<file path="src/rtl/ex_muldiv_unit_if.sv">
// Execute-stage handshake between the pipeline and the iterative multiply/divide unit.
interface ex_muldiv_unit_if #(
    parameter int WIDTH = 32
);
    logic             start;
    logic             flush;
    logic [2:0]       funct3;
    logic [WIDTH-1:0] operand1;
    logic [WIDTH-1:0] operand2;
    logic [WIDTH-1:0] result;
    logic             done;
    logic             busy;
    logic             stall_out;

    modport master (
        output start, flush, funct3, operand1, operand2,
        input  result, done, busy, stall_out
    );

    modport slave (
        input  start, flush, funct3, operand1, operand2,
        output result, done, busy, stall_out
    );
endinterface

</file>
<file path="src/rtl/ex_muldiv_unit.sv">
// Iterative RV32M multiply/divide unit: radix-2 shift-add multiply and restoring
// divide, one bit per clock, holding the front of the pipeline while it works.
module ex_muldiv_unit #(
    parameter int WIDTH = 32
) (
    input  logic            clk,
    input  logic            rst,
    ex_muldiv_unit_if.slave mdu
);
    localparam int CW = $clog2(WIDTH) + 1;

    typedef enum logic [1:0] {
        S_IDLE = 2'd0,
        S_CALC = 2'd1,
        S_DONE = 2'd2
    } state_e;

    function automatic logic [WIDTH-1:0] neg_w(input logic neg, input logic [WIDTH-1:0] v);
        return neg ? (~v + WIDTH'(1)) : v;
    endfunction

    function automatic logic [2*WIDTH-1:0] neg_2w(input logic neg, input logic [2*WIDTH-1:0] v);
        return neg ? (~v + (2*WIDTH)'(1)) : v;
    endfunction

    state_e           state_q, state_d;
    logic [CW-1:0]    count_q, count_d;
    logic [WIDTH-1:0] hi_q, hi_d, lo_q, lo_d, b_q, b_d;
    logic [WIDTH-1:0] result_q, result_d;
    logic [2:0]       op_q, op_d;
    logic             neg_q, neg_d;
    logic             done_q, done_d;
    logic             busy_q, busy_d;

    logic             sgn1_s, sgn2_s, neg1_s, neg2_s;
    logic             div_zero_s, div_ovf_s;
    logic [WIDTH-1:0] abs1_s, abs2_s, special_s;
    logic [WIDTH:0]   mul_sum_s, div_shift_s;
    logic             div_ge_s;
    logic [WIDTH-1:0] div_diff_s, step_hi_s, step_lo_s, fin_s;
    logic [2*WIDTH-1:0] prod_s;

    // Issue-time operand decode: signedness, magnitudes and the one-cycle divide cases.
    always_comb begin
        sgn1_s = (mdu.funct3 == 3'd1) || (mdu.funct3 == 3'd2) ||
                 (mdu.funct3 == 3'd4) || (mdu.funct3 == 3'd6);
        sgn2_s = (mdu.funct3 == 3'd1) || (mdu.funct3 == 3'd4) || (mdu.funct3 == 3'd6);
        neg1_s = sgn1_s & mdu.operand1[WIDTH-1];
        neg2_s = sgn2_s & mdu.operand2[WIDTH-1];
        abs1_s = neg_w(neg1_s, mdu.operand1);
        abs2_s = neg_w(neg2_s, mdu.operand2);
        div_zero_s = mdu.funct3[2] && (mdu.operand2 == {WIDTH{1'b0}});
        div_ovf_s  = ((mdu.funct3 == 3'd4) || (mdu.funct3 == 3'd6)) &&
                     (mdu.operand1 == {1'b1, {(WIDTH-1){1'b0}}}) &&
                     (mdu.operand2 == {WIDTH{1'b1}});
        if (div_zero_s) begin
            special_s = mdu.funct3[1] ? mdu.operand1 : {WIDTH{1'b1}};
        end else begin
            special_s = mdu.funct3[1] ? {WIDTH{1'b0}} : mdu.operand1;
        end
    end

    // One iteration of either algorithm; hi/lo are shared between product and remainder/quotient.
    always_comb begin
        mul_sum_s   = {1'b0, hi_q} + (lo_q[0] ? {1'b0, b_q} : {(WIDTH+1){1'b0}});
        div_shift_s = {hi_q, lo_q[WIDTH-1]};
        div_ge_s    = (div_shift_s >= {1'b0, b_q});
        div_diff_s  = div_shift_s[WIDTH-1:0] - b_q;
        if (op_q[2]) begin
            step_hi_s = div_ge_s ? div_diff_s : div_shift_s[WIDTH-1:0];
            step_lo_s = {lo_q[WIDTH-2:0], div_ge_s};
        end else begin
            step_hi_s = mul_sum_s[WIDTH:1];
            step_lo_s = {mul_sum_s[0], lo_q[WIDTH-1:1]};
        end
        prod_s = neg_2w(neg_q, {step_hi_s, step_lo_s});
        if (!op_q[2]) begin
            fin_s = (op_q == 3'd0) ? prod_s[WIDTH-1:0] : prod_s[2*WIDTH-1:WIDTH];
        end else if (op_q[1]) begin
            fin_s = neg_w(neg_q, step_hi_s);
        end else begin
            fin_s = neg_w(neg_q, step_lo_s);
        end
    end

    // Next-state and datapath update.
    always_comb begin
        state_d  = state_q;
        count_d  = count_q;
        hi_d     = hi_q;
        lo_d     = lo_q;
        b_d      = b_q;
        op_d     = op_q;
        neg_d    = neg_q;
        result_d = result_q;
        done_d   = 1'b0;
        case (state_q)
            S_IDLE: begin
                if (mdu.start && !mdu.flush) begin
                    op_d    = mdu.funct3;
                    neg_d   = (mdu.funct3 == 3'd6) ? neg1_s : (neg1_s ^ neg2_s);
                    hi_d    = {WIDTH{1'b0}};
                    lo_d    = abs1_s;
                    b_d     = abs2_s;
                    count_d = {CW{1'b0}};
                    if (div_zero_s || div_ovf_s) begin
                        result_d = special_s;
                        done_d   = 1'b1;
                        state_d  = S_DONE;
                    end else begin
                        state_d = S_CALC;
                    end
                end else begin
                    state_d = S_IDLE;
                end
            end
            S_CALC: begin
                if (mdu.flush) begin
                    count_d = {CW{1'b0}};
                    state_d = S_IDLE;
                end else if (count_q == CW'(WIDTH - 1)) begin
                    hi_d     = step_hi_s;
                    lo_d     = step_lo_s;
                    count_d  = {CW{1'b0}};
                    result_d = fin_s;
                    done_d   = 1'b1;
                    state_d  = S_DONE;
                end else begin
                    hi_d    = step_hi_s;
                    lo_d    = step_lo_s;
                    count_d = count_q + CW'(1);
                end
            end
            S_DONE: begin
                state_d = S_IDLE;
            end
            default: begin
                state_d = S_IDLE;
            end
        endcase
        busy_d = (state_d != S_IDLE);
    end

    // State and datapath registers; reset drops any operation in flight.
    always_ff @(posedge clk or posedge rst) begin
        if (rst) begin
            state_q  <= S_IDLE;
            count_q  <= {CW{1'b0}};
            hi_q     <= {WIDTH{1'b0}};
            lo_q     <= {WIDTH{1'b0}};
            b_q      <= {WIDTH{1'b0}};
            op_q     <= 3'd0;
            neg_q    <= 1'b0;
            result_q <= {WIDTH{1'b0}};
            done_q   <= 1'b0;
            busy_q   <= 1'b0;
        end else begin
            state_q  <= state_d;
            count_q  <= count_d;
            hi_q     <= hi_d;
            lo_q     <= lo_d;
            b_q      <= b_d;
            op_q     <= op_d;
            neg_q    <= neg_d;
            result_q <= result_d;
            done_q   <= done_d;
            busy_q   <= busy_d;
        end
    end

    // A flush kills the stall in the same cycle so the pipeline can refetch.
    assign mdu.stall_out = ((state_q == S_IDLE) && mdu.start && !mdu.flush) ||
                           ((state_q == S_CALC) && !mdu.flush);
    assign mdu.result    = result_q;
    assign mdu.done      = done_q;
    assign mdu.busy      = busy_q;
endmodule

</file>
<file path="src/flat_wrapper.sv">
// flat-port wrapper written by rule: the top's interface ports become plain ports
module ex_muldiv_unit_flat 
#(
    parameter int WIDTH = 32
)
  (clk, rst, mdu_start, mdu_flush, mdu_funct3, mdu_operand1, mdu_operand2, mdu_result, mdu_done, mdu_busy, mdu_stall_out);
  ex_muldiv_unit_if #(.WIDTH(WIDTH)) mdu_i ();
  input  logic clk;
  input  logic rst;
  input wire logic [$bits(mdu_i.start)-1:0] mdu_start;
  input wire logic [$bits(mdu_i.flush)-1:0] mdu_flush;
  input wire logic [$bits(mdu_i.funct3)-1:0] mdu_funct3;
  input wire logic [$bits(mdu_i.operand1)-1:0] mdu_operand1;
  input wire logic [$bits(mdu_i.operand2)-1:0] mdu_operand2;
  output wire logic [$bits(mdu_i.result)-1:0] mdu_result;
  output wire logic [$bits(mdu_i.done)-1:0] mdu_done;
  output wire logic [$bits(mdu_i.busy)-1:0] mdu_busy;
  output wire logic [$bits(mdu_i.stall_out)-1:0] mdu_stall_out;
  assign mdu_i.start = mdu_start;
  assign mdu_i.flush = mdu_flush;
  assign mdu_i.funct3 = mdu_funct3;
  assign mdu_i.operand1 = mdu_operand1;
  assign mdu_i.operand2 = mdu_operand2;
  assign mdu_result = mdu_i.result;
  assign mdu_done = mdu_i.done;
  assign mdu_busy = mdu_i.busy;
  assign mdu_stall_out = mdu_i.stall_out;
  ex_muldiv_unit #(.WIDTH(WIDTH)) u_core (.clk(clk), .rst(rst), .mdu(mdu_i));
endmodule
</file>
<file path="config.mk">
export PLATFORM = sky130hd
export DESIGN_NAME = ex_muldiv_unit_flat
export DESIGN_NICKNAME = d
export VERILOG_FILES = /design/src/rtl/ex_muldiv_unit_if.sv /design/src/rtl/ex_muldiv_unit.sv /design/src/flat_wrapper.sv
export SDC_FILE = /design/constraint.sdc
export NUM_CORES = 1
export LEC_CHECK = 0
export ABC_AREA = 0
export CORE_UTILIZATION = 30
export CTS_CLUSTER_SIZE = 25
export DETAILED_ROUTE_END_ITERATION = 10
export RECOVER_POWER = 100
export SLEW_MARGIN = 20
export SYNTH_ARGS = -nofsm -noshare
export SYNTH_HDL_FRONTEND = slang
export SYNTH_SLANG_ARGS = --single-unit
</file>
<file path="constraint.sdc">
create_clock -name clk -period 6.6 [get_ports clk]
set_input_delay 1.98 -clock clk [delete_from_list [all_inputs] [get_ports clk]]
set_output_delay 1.98 -clock clk [all_outputs]
set_load 0.03 [all_outputs]
</file>
# Yosys cells after proc, flatten, opt, wreduce, memory -nomap -nowiden
# Cells that the tools add are included.
# word_totals
register_bits,142
latch_bits,0
mem_bits_rw,0
rom_bits,0
input_bits,71
word_cells,105
memories,0
# classes
addsub,8
mul,0
n_div,0
magnitude_cmp,1
eq_ne,12
shift,0
n_mux,41
n_bitwise,8
n_reduce_logical,25
# op_table
cell,count
$mux 32,22
$pmux 32 s2,3
$add 32x1->32 const B,4
$not 32->32,4
$add 64x1->64 const B,1
$eq 32x32->1 const B,2
$mux 64,1
$not 64->64,1
$add 32x33->33,1
$ge 33x32->1,1
$logic_not 32->1,1
$sub 32x32->32,1
$mux 6,3
$pmux 6 s2,1
$logic_or 1x1->1,8
$mux 2,4
$logic_and 1x1->1,7
$add 6x1->6 const B,1
$eq 3x3->1 const B,2
$eq 6x5->1 const B,1
$ne 2x1->1 const B,3
$mux 1,5
$reduce_and 5->1,1
$pmux 2 s2,1
13 further kinds,16

# Longest topological paths before layout
# logic_depth
depth_word,11
ltp_mapped,24
depth_no_buf,20

# Worst setup path after synthesis
# OpenSTA, ideal clock, no wires.
# synth_timing
kind,reg-to-reg
startpoint,register u_core.hi_q[2]
endpoint,"register u_core.result_q[30], in the netlist u_core.mdu.result[30]"
arrival_ns,5.327
slack_ns,1.144
stages_incl_launch_ff,22
path_buffers,3
period_less_slack_ns,5.456
cell_sequence,dfrtp_1 > ha_1 > a21o_1 > a21oi_4 > a211oi_4 > o31a_1 > buf_6 > buf_4 > o22ai_1 > ha_1 > o211ai_1 > or2_1 > or4_1 > or2_1 > buf_2 > o21ai_2 > nand4_1 > or3_1 > o41ai_1 > xor2_1 > a221oi_1 > a21oi_1
# synth_between
elab_chain_cells,11
elab_cells_between_ends,21
# synth_rtl
element,line,rtl
"start, declared",ex_muldiv_unit.sv:28,"logic [WIDTH-1:0] hi_q, hi_d, lo_q, lo_d, b_q, b_d;"
"start signal, assigned",ex_muldiv_unit.sv:149,hi_q <= {WIDTH{1'b0}};
"start signal, assigned",ex_muldiv_unit.sv:160,hi_q <= hi_d;
$sub 32x32->32 or $ge 33x32->1 (tied branches),"ex_muldiv_unit.sv:68, ex_muldiv_unit.sv:67",
$mux 32,ex_muldiv_unit.sv:70,step_hi_s = div_ge_s ? div_diff_s : div_shift_s[WIDTH-1:0];
$mux 32,ex_muldiv_unit.sv:69,if (op_q[2]) begin
$not 64->64 or $not 32->32 (tied branches),"ex_muldiv_unit.sv:23, ex_muldiv_unit.sv:19",
$add 64x1->64 or $add 32x1->32 (tied branches),"ex_muldiv_unit.sv:23, ex_muldiv_unit.sv:19",
$mux 64 or $mux 32 (tied branches),"ex_muldiv_unit.sv:23, ex_muldiv_unit.sv:19",
$mux 32 (on tied branches),"ex_muldiv_unit.sv:78, ex_muldiv_unit.sv:79",
$mux 32 *,ex_muldiv_unit.sv:77,if (!op_q[2]) begin
$mux 32 *,ex_muldiv_unit.sv:121,end else if (count_q == CW'(WIDTH - 1)) begin
$mux 32 *,ex_muldiv_unit.sv:118,if (mdu.flush) begin
$pmux 32 s2 *,ex_muldiv_unit.sv:97,case (state_q)
"end signal, assigned",ex_muldiv_unit.sv:154,result_q <= {WIDTH{1'b0}};
"end signal, assigned",ex_muldiv_unit.sv:165,result_q <= result_d;
"end, declared",ex_muldiv_unit.sv:29,"logic [WIDTH-1:0] result_q, result_d;"
# Every way passes the cells marked *; elsewhere a longest branch is shown, timed or not. The select of a mux whose other input is x is not followed.
# A chain may end at the register's enable or synchronous reset.

# Final worst setup path
# layout_timing
startpoint,register u_core.lo_q[0]
endpoint,"register u_core.result_q[25], in the netlist u_core.mdu.result[25]"
# layout_between
elab_chain_cells,11
elab_cells_between_ends,19
# layout_rtl
element,line,rtl
"start, declared",ex_muldiv_unit.sv:28,
"start signal, assigned",ex_muldiv_unit.sv:150,lo_q <= {WIDTH{1'b0}};
"start signal, assigned",ex_muldiv_unit.sv:161,lo_q <= lo_d;
$mux 32,ex_muldiv_unit.sv:65,"mul_sum_s = {1'b0, hi_q} + (lo_q[0] ? {1'b0, b_q} : {(WIDTH+1){1'b0}});"
$add 32x33->33,ex_muldiv_unit.sv:65,
$mux 32,ex_muldiv_unit.sv:69,
$not 64->64 or $not 32->32 (tied branches),"ex_muldiv_unit.sv:23, ex_muldiv_unit.sv:19",
$add 64x1->64 or $add 32x1->32 (tied branches),"ex_muldiv_unit.sv:23, ex_muldiv_unit.sv:19",
$mux 64 or $mux 32 (tied branches),"ex_muldiv_unit.sv:23, ex_muldiv_unit.sv:19",
$mux 32 (on tied branches),"ex_muldiv_unit.sv:78, ex_muldiv_unit.sv:79",
$mux 32 *,ex_muldiv_unit.sv:77,
$mux 32 *,ex_muldiv_unit.sv:121,
$mux 32 *,ex_muldiv_unit.sv:118,
$pmux 32 s2 *,ex_muldiv_unit.sv:97,
# Marks and branches as above.

==> results.json <==
{
  "grt_start_max_net_pins": 90,
  "post_cts.repair.setup_buffers": 0,
  "final.setup_skew_ps": 8.946,
  "vias": 17640,
  "fp.dieArea_um2": 54100,
  "instances_no_fill": 2941,
  "detail_route.iter0.violations": 1794,
  "min_delay_path_depth": 1,
  "rsz0062_at_grt": "false",
  "holdBufCountCts": 0,
  "dr_wl_met3_mm": 4.797,
  "drive_gt1_share_pct": 6.528,
  "number_of_global_route_vias_before_repair": 16820,
  "hold_path.startpoint": "u_core.count_q[5]",
  "final.period_utilization_pct": 96.28,
  "design_power_total_mw": 7.137,
  "detail_route.wl_per_cell_um": 23.01,
  "yosys_warnings": 0,
  "cts_resized": 0,
  "setup.worst_path.class": "reg -> reg",
  "number_of_cells_in_the_design_after_placement": 2908,
  "setup_total_negative_slack_ps": 0,
  "route.detailed.drc": 0,
  "root_buffer": "clkbuf_16",
  "min_path_type": "reg -> reg",
  "setup.worst_path.end_class": "flip-flop",
  "maxSlewHeadroom_pct": -128.9,
  "synthArstFlopShare_pct": 100.0,
  "critical_path.max_fanout": 26,
  "gp_routability_congestion": 1.013,
  "clkTransAtPathRegs_ps": 70,
  "ant_nets": 0,
  "vdd_ir_drop_max_mv": 0.2035,
  "syn-num-nets": 2325,
  "timing.hold.worst_endpoint": "u_core.count_q[5]",
  "synthesis.area_per_instance_um2": 7.311,
  "max-clock-path-buffers": 2,
  "post_drt_via_cell_ratio": 5.998,
  "tritoncts_clock_tree": "built",
  "cpLargestDelayFamily": "compound AO/OA/AOI/OAI gates",
  "cp_cell_instances": "clkbuf_1, and2_0, ha_1, a21oi_1, o21ai_0, o211a_1, o31ai_1, o31ai_1, mux2_1, a211oi_2, a21oi_1, nand4b_1, or3_1, o21ai_1, a2111oi_0, a21oi_1",
  "cts_made_buffers": 17,
  "finalWorstPathRequiredPeriod_ps": 6354,
  "cp_slowest_stage_delay_ps": 990,
  "layout.cells.most_common_list": "nand2_1 (240), o21ai_0 (223), a21oi_1 (202)",
  "start_util_pct": 30.35,
  "crit_buf_inv": 1,
  "worst_slew_pin_slew_ps": 3433,
  "total_power_per_unit_cell_area_nw_per_um2": 390.2,
  "critical-path-slowest-cell": "dfrtp_1",
  "critPathArrivalTime_ps": 6670,
  "cp_data_required_time_ps": 6920,
  "highest-signal-layer": "met5",
  "r2r_end": "u_core.mdu.result[25]",
  "finalNetCount": 2382,
  "clk-insertion-delay-late_ps": 460,
  "placeableCoreArea_um2": 52550,
  "synth.distinct_cells": 97,
  "total_routing_resource_utilization_after_global_routing_pct": 24.88,
  "mostFrequentLayoutCell": "nand2_1",
  "synth-seq-cells": 142,
  "flow.area_growth_from_synthesis_pct": 14.67,
  "timing.critical_path.mode_cell": "a21oi_1",
  "synth_area_um2": 15950,
  "fin_util_pct": 34.81,
  "result_of_the_run": "finished, violations left",
  "clkSinkCount": 142,
  "chipWidth_um": 232.6,
  "die_extent_in_y_um": 232.6,
  "gr-total-overflow": 0,
  "synth_flop_cell": "dfrtp_1",
  "finalHoldViolations": 0,
  "grt_antenna_before_repair": 3,
  "leakage_nw": 7.333,
  "yosys-top-cells-area": "dfrtp_1 (22%), o21ai_0 (6.8%), a21oi_1 (6.3%)",
  "total_half_perimeter_wirelength_after_legalization_and_detailed_placement_mm": 51.92,
  "r2r_setup_slack_ps": 250,
  "portBuffers": 105,
  "crit-reg2reg-launch": "u_core.lo_q[0]",
  "yosys.area.top_type": "dfrtp_1",
  "routed_length_on_met1_mm": 29.63,
  "io_pins": 106,
  "rows": 84,
  "synth_largest_type_area_fraction_pct": 22.28,
  "synth_enable_flop_cells": 0,
  "final-max-slew-violation-count": 253,
  "finalWirelength_mm": 67.67,
  "cap_violations": 4,
  "synth_sequential_area_ratio_pct": 22.28,
  "cts-htree-levels": 4,
  "final-setup-viol-count": 0,
  "violations": "capacitance limit, slew limit",
  "grt_pass1_wl_mm": 102.7,
  "post_synth_inst_count": 2182,
  "detailroute.wirelength.met2_mm": 30.18,
  "dr.pass1.iters": 6,
  "worstSetupStartpointType": "flip-flop",
  "depth_of_the_worst_register_to_register_path": 16,
  "fmaxAchievable_mhz": 157.4
}
==> worst max-delay path by stage <==
stage                         start               endpoint  slack (ps)  cells after the start
finish               u_core.lo_q[0]  u_core.mdu.result[25]         250                     16
detailed placement  u_core.hi_q[28]  u_core.mdu.result[30]         460                     18
floorplan                       rst          u_core.b_q[0]         810                      1
global route         u_core.b_q[28]  u_core.mdu.result[30]           8                     19
global placement     u_core.b_q[29]  u_core.mdu.result[30]         570                     19
CTS                 u_core.hi_q[28]  u_core.mdu.result[30]         430                     18
==> final cells by class <==
type | instances | area, um^2
fill | 5651 | 34260
multi-input combinational | 1822 | 11510
sequential | 142 | 3558
timing repair buffer | 170 | 1490
tap | 688 | 860.8
clock buffer | 19 | 452.9
inverter | 86 | 322.8
clock inverter | 13 | 88.84
antenna | 1 | 2.502
==> synth_stat cells, drive strengths merged (37+ instances only) <==
| library cell | count |
|---|---|
| dfrtp | 142 |
| clkbuf | 95 |
| nand3 | 60 |
| and2 | 42 |
| xor2 | 62 |
| a31oi | 39 |
| o21ai | 244 |
| inv | 84 |
| nor3 | 65 |
| buf | 37 |
| a211oi | 41 |
| o31ai | 39 |
| xnor2 | 96 |
| a21oi | 206 |
| nor2 | 159 |
| ha | 70 |
| nand2 | 240 |
| mux2i | 38 |
==> flip-flops by register name (all words and copies together) (netlist names) <==
register,cells
u_core.b_q,32
u_core.hi_q,32
u_core.lo_q,32
u_core.mdu.result,32
u_core.count_q,6
u_core.op_q,3
u_core.state_q,2
u_core.mdu.busy,1
u_core.mdu.done,1
u_core.neg_q,1
==> report_power, final <==
part,switching (mW),internal [mW],leakage [nW]
logic,3.17,1.72,5.22
clock network,0.451,0.500,0.258
registers,0.256,1.04,1.85
total,3.88,3.26,7.33
==> stage by stage <==
stage | hold slack (ps) | cell area [um^2] | worst slack [ps]
after floorplan | 438.1 | 15950 | 810.4
after global placement | 457.7 | 17850 | 566.4
after detailed placement | 457.6 | 17850 | 455.5
after CTS | 471.9 | 18390 | 429.9
after global routing | 519.0 | 18290 | 7.638
final | 472.7 | 18290 | 245.7
==> per-layer routing <==
layer | track usage [%] | up-vias
li1 | - | 8136
met1 | 33.22 | 8516
met2 | 38.82 | 818
met3 | 4.252 | 169
met4 | 11.64 | 2
met5 | 0 | -
==> kinds of logic (layout without fill, tap and decap cells) <==
logic type	after synthesis	after routing	synth area share [%]
compound gates	788	788	31.30
simple gates	750	750	23.03
buf+inv	218	288	5.459
xor+xnor	158	158	8.675
flops	142	142	22.28
fa+ha+maj	75	75	5.930
mux	51	51	3.326
other cells	0	1	0
Note: power is estimated with default switching activity, not from simulation.
